<file path="config.mk">
export PLATFORM = sky130hd
export DESIGN_NAME = alu_shift_sequencer_flat
export DESIGN_NICKNAME = d
export VERILOG_FILES = /design/src/rtl/alu_shift_if.sv /design/src/rtl/alu_shift_sequencer.sv /design/src/flat_wrapper.sv
export SDC_FILE = /design/constraint.sdc
export NUM_CORES = 1
export LEC_CHECK = 0
export CAP_MARGIN = 10
export CELL_PAD_IN_SITES_DETAIL_PLACEMENT = 0
export CELL_PAD_IN_SITES_GLOBAL_PLACEMENT = 2
export CORE_MARGIN = 5
export CORE_UTILIZATION = 30
export DETAILED_ROUTE_END_ITERATION = 7
export DONT_BUFFER_PORTS = 1
export PLACE_DENSITY_LB_ADDON = 0.2
export SYNTH_ARGS = -nofsm -noshare
export SYNTH_HDL_FRONTEND = slang
export SYNTH_SLANG_ARGS = --single-unit
</file>
<file path="constraint.sdc">
create_clock -name clk -period 1.5 [get_ports clk]
set_input_delay 0.075 -clock clk [delete_from_list [all_inputs] [get_ports clk]]
set_output_delay 0.075 -clock clk [all_outputs]
set_load 0.02 [all_outputs]
</file>
<file path="src/rtl/alu_shift_if.sv">
// Request/response handshake bundle between the issue stage and the shift sequencer.
// The issuer drives the request fields and resp_ready; the sequencer drives the rest.
interface alu_shift_if #(
    parameter int DATA_WIDTH = 32,
    parameter int SHAMT_W    = 5
);
    logic                  req_valid;
    logic                  req_ready;
    logic                  req_dir;
    logic [DATA_WIDTH-1:0] req_data;
    logic [SHAMT_W-1:0]    req_shamt;
    logic                  resp_valid;
    logic                  resp_ready;
    logic [DATA_WIDTH-1:0] resp_data;

    modport master (
        output req_valid, req_dir, req_data, req_shamt, resp_ready,
        input  req_ready, resp_valid, resp_data
    );

    modport slave (
        input  req_valid, req_dir, req_data, req_shamt, resp_ready,
        output req_ready, resp_valid, resp_data
    );
endinterface

</file>
<file path="src/rtl/alu_shift_sequencer.sv">
// Variable-amount logical shifter built from repeated single-bit SLL/SRL passes
// through the shared ALU; owns the ALU opcode/operands while a shift is in flight.
module alu_shift_sequencer #(
    parameter int             DATA_WIDTH = 32,
    parameter int             SHAMT_W    = 5,
    parameter logic [4:0]     ALU_ADD    = 5'd0,
    parameter logic [4:0]     ALU_SLL    = 5'd7,
    parameter logic [4:0]     ALU_SRL    = 5'd8
) (
    input  logic                  clk,
    input  logic                  rst_n,
    input  logic                  kill,
    alu_shift_if.slave            bus,
    output logic                  busy,
    output logic [4:0]            alu_code,
    output logic [DATA_WIDTH-1:0] alu_operand_a,
    output logic [DATA_WIDTH-1:0] alu_operand_b,
    input  logic [DATA_WIDTH-1:0] alu_result
);

    typedef enum logic [1:0] {
        S_IDLE  = 2'd0,
        S_SHIFT = 2'd1,
        S_DONE  = 2'd2
    } state_t;

    state_t                r_state;
    logic [DATA_WIDTH-1:0] r_acc;
    logic [SHAMT_W-1:0]    r_cnt;
    logic                  r_dir;

    state_t                w_state_nxt;
    logic [DATA_WIDTH-1:0] w_acc_nxt;
    logic [SHAMT_W-1:0]    w_cnt_nxt;
    logic                  w_dir_nxt;

    always_ff @(posedge clk or negedge rst_n) begin
        if (!rst_n) begin
            r_state <= S_IDLE;
            r_acc   <= '0;
            r_cnt   <= '0;
            r_dir   <= 1'b0;
        end else begin
            r_state <= w_state_nxt;
            r_acc   <= w_acc_nxt;
            r_cnt   <= w_cnt_nxt;
            r_dir   <= w_dir_nxt;
        end
    end

    always_comb begin
        w_state_nxt    = r_state;
        w_acc_nxt      = r_acc;
        w_cnt_nxt      = r_cnt;
        w_dir_nxt      = r_dir;
        bus.req_ready  = 1'b0;
        bus.resp_valid = 1'b0;
        alu_code       = ALU_ADD;
        alu_operand_a  = '0;

        case (r_state)
            S_IDLE: begin
                bus.req_ready = ~kill;
                if (bus.req_valid && !kill) begin
                    w_acc_nxt   = bus.req_data;
                    w_cnt_nxt   = bus.req_shamt;
                    w_dir_nxt   = bus.req_dir;
                    w_state_nxt = (bus.req_shamt == '0) ? S_DONE : S_SHIFT;
                end
            end
            S_SHIFT: begin
                alu_code      = r_dir ? ALU_SRL : ALU_SLL;
                alu_operand_a = r_acc;
                if (!kill) begin
                    w_acc_nxt = alu_result;
                    w_cnt_nxt = r_cnt - 1'b1;
                    if (r_cnt == 1) w_state_nxt = S_DONE;
                end
            end
            S_DONE: begin
                // Dropping valid under kill keeps a killed result from ever handshaking.
                bus.resp_valid = ~kill;
                if (bus.resp_ready && !kill) w_state_nxt = S_IDLE;
            end
            default: w_state_nxt = S_IDLE;
        endcase

        // Abort wins over acceptance and handshake; acc/cnt are left as they were.
        if (kill) begin
            w_state_nxt = S_IDLE;
            w_acc_nxt   = r_acc;
            w_cnt_nxt   = r_cnt;
            w_dir_nxt   = r_dir;
        end
    end

    assign bus.resp_data = r_acc;
    assign busy          = (r_state != S_IDLE);
    assign alu_operand_b = '0;

endmodule
</file>
<file path="src/flat_wrapper.sv">
// flat-port wrapper written by rule: the top's interface ports become plain ports
module alu_shift_sequencer_flat 
#(
    parameter int             DATA_WIDTH = 32,
    parameter int             SHAMT_W    = 5,
    parameter logic [4:0]     ALU_ADD    = 5'd0,
    parameter logic [4:0]     ALU_SLL    = 5'd7,
    parameter logic [4:0]     ALU_SRL    = 5'd8
)
  (clk, rst_n, kill, busy, alu_code, alu_operand_a, alu_operand_b, alu_result, bus_req_valid, bus_req_dir, bus_req_data, bus_req_shamt, bus_resp_ready, bus_req_ready, bus_resp_valid, bus_resp_data);
  alu_shift_if #(.DATA_WIDTH(DATA_WIDTH), .SHAMT_W(SHAMT_W)) bus_i ();
  input  logic clk;
  input  logic rst_n;
  input  logic kill;
  output logic busy;
  output logic [4:0] alu_code;
  output logic [DATA_WIDTH-1:0] alu_operand_a;
  output logic [DATA_WIDTH-1:0] alu_operand_b;
  input  logic [DATA_WIDTH-1:0] alu_result;
  input wire logic [$bits(bus_i.req_valid)-1:0] bus_req_valid;
  input wire logic [$bits(bus_i.req_dir)-1:0] bus_req_dir;
  input wire logic [$bits(bus_i.req_data)-1:0] bus_req_data;
  input wire logic [$bits(bus_i.req_shamt)-1:0] bus_req_shamt;
  input wire logic [$bits(bus_i.resp_ready)-1:0] bus_resp_ready;
  output wire logic [$bits(bus_i.req_ready)-1:0] bus_req_ready;
  output wire logic [$bits(bus_i.resp_valid)-1:0] bus_resp_valid;
  output wire logic [$bits(bus_i.resp_data)-1:0] bus_resp_data;
  assign bus_i.req_valid = bus_req_valid;
  assign bus_i.req_dir = bus_req_dir;
  assign bus_i.req_data = bus_req_data;
  assign bus_i.req_shamt = bus_req_shamt;
  assign bus_i.resp_ready = bus_resp_ready;
  assign bus_req_ready = bus_i.req_ready;
  assign bus_resp_valid = bus_i.resp_valid;
  assign bus_resp_data = bus_i.resp_data;
  alu_shift_sequencer #(.DATA_WIDTH(DATA_WIDTH), .SHAMT_W(SHAMT_W), .ALU_ADD(ALU_ADD), .ALU_SLL(ALU_SLL), .ALU_SRL(ALU_SRL)) u_core (.clk(clk), .rst_n(rst_n), .kill(kill), .bus(bus_i), .busy(busy), .alu_code(alu_code), .alu_operand_a(alu_operand_a), .alu_operand_b(alu_operand_b), .alu_result(alu_result));
endmodule
</file>
# Yosys cells after proc, flatten, opt, wreduce, memory -nomap -nowiden
# Index checks and enable logic that the tools add are counted.
# op_classes
n_addsub,1
n_eq_ne,7
n_mux,15
bitwise_logic,1
n_reduce_logical,10
# ops
op,count
$mux 32,2
$pmux 32 s2,1
$mux 2,5
$mux 5,2
$pmux 5 s2,1
$ne 3x2->1 const B,3
$reduce_and 3->1,3
$pmux 2 s3,1
$eq 5x1->1 const B,1
$logic_not 5->1,1
$sub 5x1->5 const B,1
$mux 4,1
$reduce_bool 2->1,2
$eq 2x1->1 const B,1
$eq 2x2->1 const B,1
$logic_and 1x1->1,2
$logic_not 2->1,1
$mux 1,2
$ne 2x1->1 const B,1
$logic_not 1->1,1
$not 1->1,1
# word_totals
ff_bits,40
input_bits,75
output_inout_bits,104
wordCells,38

# Depth between registers and ports, before layout
# depth
ltp_word,5
mapped_depth,5
ltp_nobuf,5

# Worst setup path before layout
# OpenSTA, ideal clock, no wires.
# synth_path
path_type,register -> register
from,register u_core.r_state[1]
to,register u_core.r_dir
setup_ns,0.125
arrival_time_ns,1.490
t_required_ns,1.375
path_slack_ns,-0.115
path_stages_with_launch,5
n_path_buf,1
period_less_slack_ns,1.615
cell_sequence,dfrtp_1 > buf_6 > nor3_1 > nand2_1 > mux2_2
# synth_between
elab_chain_cells,2
# synth_lines
item,line,source
from (decl),alu_shift_sequencer.sv:27,state_t r_state;
from (signal assigned),alu_shift_sequencer.sv:44,r_state <= w_state_nxt;
$logic_not 2->1,alu_shift_sequencer.sv:61,case (r_state)
$reduce_and 3->1 (no line),-,
to (signal assigned),alu_shift_sequencer.sv:47,r_dir <= w_dir_nxt;
to (decl),alu_shift_sequencer.sv:30,logic r_dir;
# Every way passes these cells.
# A chain may end at the register's enable or synchronous reset.

# Worst setup path after layout
# layout_path
from,register u_core.r_state[1]
to,"register u_core.r_acc[20], in the netlist u_core.bus.resp_data[20]"
# layout_between
elab_chain_cells,3
elab_cells_between_ends,6
classes_between,eq/ne: 2; mux: 1; reduce/logical: 3
# layout_lines
item,line,source
$logic_not 2->1 or $eq 2x1->1 (tied branches),alu_shift_sequencer.sv:61,
$ne 2x1->1 (no line) or $reduce_bool 2->1 (tied branches),-,
$reduce_and 3->1 (no line),-,
to (signal assigned),alu_shift_sequencer.sv:45,r_acc <= w_acc_nxt;
to (decl),alu_shift_sequencer.sv:28,logic [DATA_WIDTH-1:0] r_acc;
# Parallel ways exist; a longest one is shown, timed or not.

==> results.cfg <==
[grt]
grt_antenna_before_repair = 0
grt_pass1_wl_mm = 9.82
grt_usage_pct = 11.0
grt_pass1_vias = 1849
grt_overflow_total = 0
grt_max_degree = 41

[floorplanning]
die_y_um = 104
fp.dieArea_um2 = 10800
initial_utilization_pct = 30.6
rows = 34
ios = 179
core_um2 = 8640
die_w_um = 104

[outcome]
outcome = complete, but fails checks
violations = negative setup slack

[yosys]
ys_seq_area_share_pct = 37.9
synthArstFlopShare_pct = 100
synth_top_area_share_pct = 37.9
synth_ff_type = dfrtp_1
synth_common_cells = mux2_2, dfrtp_1, buf_4
syn-cell-area_um2 = 2640
synthCells = 233
synth_most_common_cell = mux2_2
ys_seq_elements = 40
synthTopCellsByArea = dfrtp_1, mux2_2, buf_4
synth_cell_types = 35
yosysTopAreaCell = dfrtp_1
synth-edff-count = 0
postSynthAreaPerCell_um2 = 11.3
yosys_warnings = 0

[worst_hold_path]
hold_start = bus_req_shamt[3]
min_path_type = in -> reg
hold_depth = 2
min_to = u_core.r_state[0]$_DFFE_PN0P_

[place]
dpl.cell_count = 346
portBuffers = 0
gp_congestion = 0.741
dp_hpwl_mm = 4.54

[clocking]
cts.sinks = 40
htreeDepth = 2
clock-root-buffer = clkbuf_8
worstSkewPairLatency_ns = 0.30
clockBufferDepth = 2
cts.reportedPaths.clkPinSlew_ns = 0.08
cts_tree = done
cts_buffers = 5

[pwr]
leakagePower_nw = 1.46
ir_drop_uv = 521
power.density_nw_per_um2 = 1180

[sta]
finClkSkew_ns = 0.00691
fmax_mhz = 633
setup_ws_ns = -0.0791
hold_viol_final = 0
period_needed_ns = 1.58
post-route-period-util_pct = 105
finalSetupViolCount = 33
fin_tns_setup_ns = -1.71
slew_violations = 0
grt_setup_unrepaired = true

[route]
firstDrtPassIters = 3
antenna_left = 0
via_count = 1751
drcViolationCount = 0
drt_iter0_markers = 51
wire_per_inst_um = 17.7
vias_per_cell = 4.72
routed_wl_mm = 6.58

[critical_path]
worst-endpoint-required_ns = 1.68
ff2ff_path_depth = 4
endpoint_kind = flop
critPathKind = reg -> reg
cp_max_fo = 39
start_kind = flop
r2r-start = u_core.r_state[1]$_DFFE_PN0P_
cp.arrival_ns = 1.76
rrSetupSlack_ns = -0.08
r2r_end = u_core.bus.resp_data[20]$_DFFE_PN0P_

[layout]
syn2layout_area_growth_pct = 26.0
drive_above_1_share_pct = 56.7
antenna_cells = 0
layoutNonFillerInstCount = 371
nNetsFinal = 339

[run]
maxCapViolations = 0
[cells in the final DEF (no fill, tap or decap), drive strengths merged, types with 2 or more instances in the layout]
master / count
a2111oi: 2
a21oi: 2
a2bb2oi: 3
and2: 33
buf: 29
clkbuf: 8
conb: 33
dfrtp: 40
dlygate4sd3: 7
ha: 2
inv: 4
mux2: 65
mux2i: 2
nand2: 2
nand2b: 3
nand3b: 2
nor2: 4
nor2b: 2
nor3: 2
o2111ai: 2
o22ai: 2
or4: 2
[timing repair]
item,in CTS,in global routing
gates resized for setup,21,53
hold buffers,7,1
pin swaps,4,1
hold endpoints to repair,46,1
gates cloned,1,2
setup buffers,4,3
endpoints found under the setup margin,49,77
[registers in the layout (all words and copies together), names as in the netlist]
register / count
u_core.r_dir: 1
u_core.bus.resp_data: 32
u_core.r_state: 2
u_core.r_cnt: 5
[metal layers]
| layer | wire, um | track usage (%) |
|---|---|---|
| met2 | 3140 | 18.0 |
| met1 | 2650 | 13.0 |
| met5 | 0 | 0 |
| met3 | 712 | 5.22 |
| met4 | 77 | 2.78 |
[where the power goes]
part	switching, mW	total (mW)	internal, mW
registers	0.458	1.76	1.30
logic	0.571	1.22	0.648
clock network	0.413	0.958	0.545
total	1.44	3.94	2.49
[cells by family after synthesis]
group	Yosys count	share of synthesized area, %
mux	67	28.5
buf+inv	52	14.8
other cells	1	0.142
flops	40	37.9
compound gates	16	4.55
simple gates	55	13.2
fa+ha+maj	2	0.947
[how the worst max path moves through the flow]
stage / from / to / slack (ns)
after floorplan: u_core.r_state[1]$_DFFE_PN0P_ / u_core.r_state[1]$_DFFE_PN0P_ / -0.03
after global placement: u_core.r_state[1]$_DFFE_PN0P_ / u_core.bus.resp_data[13]$_DFFE_PN0P_ / -0.05
after detailed placement: u_core.r_state[1]$_DFFE_PN0P_ / u_core.bus.resp_data[30]$_DFFE_PN0P_ / -0.06
after CTS: u_core.r_state[1]$_DFFE_PN0P_ / u_core.bus.resp_data[20]$_DFFE_PN0P_ / -0.08
after global routing: u_core.r_state[1]$_DFFE_PN0P_ / u_core.bus.resp_data[20]$_DFFE_PN0P_ / -0.14
final: u_core.r_state[1]$_DFFE_PN0P_ / u_core.bus.resp_data[20]$_DFFE_PN0P_ / -0.08
[through the flow]
stage	hold slack, ns	util [%]	cell area (um2)	total power [mW]	setup slack, ns
5_1_grt	0.0199	38.5	3330	4.17	-0.136
2_1_floorplan	-0.221	-	2820	2.59	-0.0312
4_1_cts	0.00502	36.0	3110	3.85	-0.0757
3_5_place_dp	-0.219	32.3	2790	2.76	-0.0622
3_3_place_gp	-0.219	32.3	2790	2.76	-0.0503
6_report	0.0205	38.5	3330	3.94	-0.0791
[area by class of cell]
class | instances | area, um2
Clock inverter | 2 | 38.8
Fill cell | 867 | 5310
Clock buffer | 6 | 82.6
Inverter | 4 | 15.0
Multi-Input combinational cell | 173 | 1600
Sequential cell | 40 | 1000
Timing Repair Buffer | 38 | 453
Tap cell | 108 | 135
[critical path: stages, from the launching register on]
cell and delay [ns]:
dfrtp_2 0.44, nor2b_4 0.18, buf_12 0.21, mux2_2 0.36, mux2_2 0.26
Note: power is estimated with default switching activity, not from simulation.
